$ cat config.mk
export PLATFORM = sky130hd
export DESIGN_NAME = ix_scan_gen
export DESIGN_NICKNAME = d
export VERILOG_FILES = /design/src/rtl/ix_scan_gen.sv
export SDC_FILE = /design/constraint.sdc
export NUM_CORES = 1
export LEC_CHECK = 0
export ABC_CLOCK_PERIOD_IN_PS = 3400
export BUFFER_PORTS_ARGS = -buffer_cell sky130_fd_sc_hd__buf_2
export CAP_MARGIN = 5
export CORE_ASPECT_RATIO = 1.75
export CORE_MARGIN = 2
export CORE_UTILIZATION = 57
export CTS_BUF_LIST = sky130_fd_sc_hd__clkbuf_8
export DETAILED_ROUTE_END_ITERATION = 8
export HOLD_SLACK_MARGIN = 0.02
export MAX_ROUTING_LAYER = met4
export PLACE_DENSITY_LB_ADDON = 0.2
export RECOVER_POWER = 100
export REMOVE_ABC_BUFFERS = 1
export SLEW_MARGIN = 20
export SYNTH_ARGS = -nofsm -noshare
export SYNTH_HDL_FRONTEND = slang
export SYNTH_SLANG_ARGS = --single-unit
$ cat constraint.sdc
create_clock -name clk -period 3.4 [get_ports clk]
set_input_delay 0 -clock clk [delete_from_list [all_inputs] [get_ports clk]]
set_output_delay 0 -clock clk [all_outputs]
set_load 0.02 [all_outputs]
$ cat src/rtl/ix_scan_gen.sv
// ix_scan_gen: request-matrix holder and row-major scanner feeding the
// ix-matrix checker. Each set bit the scanner lands on is granted and cleared.
// Optional build macro IX_SCAN_SKIP_EN: skip all-zero rows in a single cycle.
module ix_scan_gen #(
  parameter  int ROWS = 8,
  parameter  int COLS = 8,
  localparam int IW   = $clog2(ROWS),
  localparam int JW   = $clog2(COLS),
  localparam int CW   = $clog2(ROWS*COLS) + 1
) (
  input  logic                       clk,
  input  logic                       rst,
  input  logic                       set_vld,
  input  logic [IW-1:0]              set_row,
  input  logic [JW-1:0]              set_col,
  input  logic                       clr_vld,
  input  logic [IW-1:0]              clr_row,
  input  logic [JW-1:0]              clr_col,
  input  logic                       start,
  output logic [ROWS-1:0][COLS-1:0]  ix_o,
  output logic [IW-1:0]              i_o,
  output logic [JW-1:0]              j_o,
  output logic                       sel_o,
  output logic                       a_o,
  output logic                       busy_o,
  output logic                       done_o,
  output logic [CW-1:0]              grant_cnt
);

  typedef enum logic [1:0] {IDLE, SCAN, DONE} state_t;

  state_t                    state_reg, state_next;
  logic [IW-1:0]             i_reg, i_next;
  logic [JW-1:0]             j_reg, j_next;
  logic [CW-1:0]             cnt_reg, cnt_next;
  logic [ROWS-1:0][COLS-1:0] ix_reg;
  logic                      grant;
  logic                      last_cell;
  logic                      last_row;
  logic                      last_col;
  logic                      row_skip;

  // Grant is derived purely from registers, so sel_o and a_o are identical.
  assign grant     = (state_reg == SCAN) & ix_reg[i_reg][j_reg];
  assign last_row  = (i_reg == IW'(ROWS-1));
  assign last_col  = (j_reg == JW'(COLS-1));
  assign last_cell = last_row & last_col;

`ifdef IX_SCAN_SKIP_EN
  // An empty row is only skipped when the scanner is at its first column.
  assign row_skip = (j_reg == '0) && (ix_reg[i_reg] == '0);
`else
  assign row_skip = 1'b0;
`endif

  assign ix_o      = ix_reg;
  assign i_o       = i_reg;
  assign j_o       = j_reg;
  assign sel_o     = grant;
  assign a_o       = grant;
  assign busy_o    = (state_reg == SCAN);
  assign done_o    = (state_reg == DONE);
  assign grant_cnt = cnt_reg;

  // Per-bit matrix update: set wins over clear and over this cycle's grant.
  for (genvar gi = 0; gi < ROWS; gi++) begin : g_row
    for (genvar gj = 0; gj < COLS; gj++) begin : g_col
      always_ff @(posedge clk) begin
        if (rst) begin
          ix_reg[gi][gj] <= 1'b0;
        end else if (set_vld && set_row == IW'(gi) && set_col == JW'(gj)) begin
          ix_reg[gi][gj] <= 1'b1;
        end else if ((clr_vld && clr_row == IW'(gi) && clr_col == JW'(gj)) ||
                     (grant && i_reg == IW'(gi) && j_reg == JW'(gj))) begin
          ix_reg[gi][gj] <= 1'b0;
        end
      end
    end
  end

  // Scanner state, indices and grant counter registers.
  always_ff @(posedge clk) begin
    if (rst) begin
      state_reg <= IDLE;
      i_reg     <= '0;
      j_reg     <= '0;
      cnt_reg   <= '0;
    end else begin
      state_reg <= state_next;
      i_reg     <= i_next;
      j_reg     <= j_next;
      cnt_reg   <= cnt_next;
    end
  end

  // Next-state logic: start only in IDLE, one cell (or one empty row) per SCAN cycle.
  always_comb begin
    state_next = state_reg;
    i_next     = i_reg;
    j_next     = j_reg;
    cnt_next   = cnt_reg;
    case (state_reg)
      IDLE: begin
        if (start) begin
          state_next = SCAN;
          i_next     = '0;
          j_next     = '0;
          cnt_next   = '0;
        end
      end
      SCAN: begin
        if (grant && cnt_reg < CW'(ROWS*COLS)) begin
          cnt_next = cnt_reg + CW'(1);
        end
        if (row_skip) begin
          if (last_row) begin
            state_next = DONE;
          end else begin
            i_next = i_reg + IW'(1);
            j_next = '0;
          end
        end else if (last_cell) begin
          state_next = DONE;
        end else if (last_col) begin
          i_next = i_reg + IW'(1);
          j_next = '0;
        end else begin
          j_next = j_reg + JW'(1);
        end
      end
      DONE: begin
        state_next = IDLE;
      end
      default: begin
        state_next = IDLE;
      end
    endcase
  end

endmodule

==> results.yml <==
yosys:
  synthAdderAreaFrac_pct: 3.64
  yosys.area_share.simple_pct: 33.1
  synth_edf_count: 0
  synthTopCellsByCount: "nand2_1 (105), dfxtp_1 (79), nand3_1 (73)"
  synth_top_area_share_pct: 35.4
  syn_inst: 580
  synthMuxAreaShare_pct: 8.18
  yosysUniqueCellTypes: 44
  synth_xor_area_share_pct: 0
  netlist_area_sq_um: 4460
  synth_area_per_cell_sq_um: 7.70
  synth_top_family_by_area: "simple AND/OR/NAND/NOR gates"
  yosys_register_bits: 79
  yosysMostFrequentCell: "nand2_1"
  ys.flop_type: "dfxtp_1"
  synth.largest_area_cell: "dfxtp_1"
  seq_area_frac_synth_pct: 35.4
  synth-compound-area-share_pct: 14.5
  async_flop_share_pct: 0
  synth_area_leaders: "dfxtp_1 (35%), nand2_1 (8.8%), o22ai_1 (8.7%), nand3_1 (8.2%), nor3_1 (6.5%)"
  yosys_warnings: 0
clock_tree:
  cts_inserted_buffers: 9
  htree_levels: 3
  insertion_delay_ns: 0.37
  cts_tree: "built"
  cts_sinks: 79
  clkTransAtPathRegs_ns: 0.08
  cts_resized: 0
  post_cts_buffers: 0
  cts_buffer_depth: 2
  cts.hold.buffers_added: 1
  cts_root_buf: "clkbuf_8"
setup_path:
  cp_num_buf_inv: 4
  endpoint_kind: "primary output"
  timing.critical_path.required_ns: 3.40
  worstPathCellList: "buf_4 -> mux4_2 -> mux4_2 -> nor2_1 -> nor3_1 -> o21ai_4 -> buf_4 -> inv_2 -> clkbuf_1"
  critPathKind: "flop to primary output"
  startpoint_type: "flop"
  path_depth: 9
  crit_path_start: "i_o[0]"
  worstPathMaxFanout: 30
  critPathArrivalTime_ns: 3.09
  crit_family: "multiplexers"
  crit_end: "a_o"
  reg2reg_to: "ix_o[62]"
  cpPeakStageDelay_ns: 0.55
  reg2reg_slack_ns: 0.37
  reg2reg_depth: 8
  reg2reg_from: "i_o[1]"
  slowest_stage: "mux4_2"
timing:
  grt_setup_unrepaired: "no"
  tightest_slew_ns: 1.11
  finalMaxSlewViolations: 0
  worst_slack_ns: 0.310
  min_period_ns: 3.09
  skew_ns: 0.0128
  clock.fmax_mhz: 324
  setup_tns_ns: 0
  fin_crit_sh_pct: 90.9
  finalHoldViolCount: 0
  setup_viol: 0
  maxSlewHeadroom_pct: 25.9
power:
  powerDensity_nw_per_um2: 373
  p_leak_nw: 1.66
  power_mw: 1.90
  irDropWorstVdd_uv: 266
global_route:
  busiest_layer: "met2"
  grt-ovfl-total: 0
  antenna_found_initial: 0
  grt_pass1_vias: 4884
  grt_util_met3_pct: 8.06
  grt_pass1_wl_um: 26700
  grt_max_degree: 70
  met1_usage_pct: 47.2
  use_met2_pct: 66.8
  grt_usage_pct: 42.3
routing:
  route.detailed.drc: 0
  antenna_left: 0
  drt-total-wl_um: 17500
  num_vias: 5210
  wl_per_cell_um: 23.2
  drt_iter0_markers: 708
  vias_per_cell: 6.90
  first_pass_iters: 6
floorplan:
  dieArea_sq_um: 8580
  fp.dieW_um: 70.9
  core_area_sq_um: 7570
  start_util_pct: 59.0
  fp-row-count: 42
  ios: 98
  die_y_um: 121
layout:
  area_growth_pct: 14.0
  nNetsFinal: 692
  stdcell_area_sq_um: 5090
  largest_register_ffs: 64
  fin_util_pct: 67.2
  n_antenna_cell: 0
  layout-drive-gt1-share_pct: 8.25
place:
  dpl.hpwl_um: 12200
  numPortBuffers: 97
  dp_slack_ns: 0.594
  place_congestion: 0.966
  place_area_sq_um: 4980
outcome:
  status: "complete, no violations"
hold_path:
  min_path_type: "primary input to flop"
run:
  max_cap_viol_count: 0
==> worst min-delay path by stage <==
stage          start           end  slack (ns)  depth (start not counted)
3_5_place_dp     rst        i_o[0]        0.38                          2
6_report       start  grant_cnt[6]        0.01                          4
2_1_floorplan    rst  grant_cnt[1]        0.07                          1
5_1_grt        start  grant_cnt[6]        0.05                          4
4_1_cts        start  grant_cnt[6]        0.02                          4
3_3_place_gp     rst        j_o[1]        0.37                          2
==> power breakdown <==
part / total [mW] / switching (mW) / internal (mW)
clock: 0.747 / 0.369 / 0.378
sequential: 0.941 / 0.00816 / 0.933
combinational: 0.209 / 0.161 / 0.0479
total: 1.90 / 0.538 / 1.36
==> cells in the final DEF, fill, tap and decap left out, types with 8 or more instances in the layout <==
| master | synthesis | final |
|---|---|---|
| nand2_1 | 105 | 105 |
| clkbuf_1 | 22 | 80 |
| dfxtp_1 | 79 | 79 |
| nand3_1 | 73 | 73 |
| o22ai_1 | 62 | 62 |
| nor3_1 | 58 | 58 |
| nor2_1 | 30 | 30 |
| buf_2 | 4 | 19 |
| and3_1 | 18 | 18 |
| mux2i_1 | 14 | 14 |
| ha_1 | 13 | 13 |
| inv_1 | 12 | 12 |
| clkbuf_8 | 0 | 11 |
| mux4_2 | 10 | 10 |
| a21oi_1 | 8 | 8 |
==> layout make-up <==
cell class	instances	area (sq um)
clock buffer	11	151
clock inverter	5	56.3
fill	717	2480
inverter	16	60.1
multi-input combinational	449	2660
sequential	79	1580
tap	88	110
timing repair buffer	107	468
==> metal layers <==
layer  up-vias  share of wire, %
met3       104                11
met2       427                47
met5         -                 0
met4         0               8.0
li1       2288                 -
met1      2391                34
==> cell families (layout without fill, tap and decap cells) <==
logic type                 Yosys count  after routing
AOI/OAI and AO/OA                   98             98
DFF                                 79             79
buffers and inverters               52            139
adders and majority gates           13             13
muxes                               24             24
and+or+nand+nor                    314            314
==> per-stage QoR <==
stage               instances  hold slack, ns
finish                    755          0.0115
global route              755          0.0504
CTS                       755          0.0223
detailed placement        738           0.380
global placement          738           0.372
floorplan                 544          0.0691
==> worst reg2reg max path: stages (launching register included) <==
cell and delay, ns:
dfxtp_1 0.54, buf_12 0.25, mux4_2 0.29, nand2_1 0.06
a41o_1 0.26, nor3_1 0.49, or2_0 0.60, and3_1 0.33
o22ai_1 0.10
Note: power is estimated with default switching activity, not from simulation.
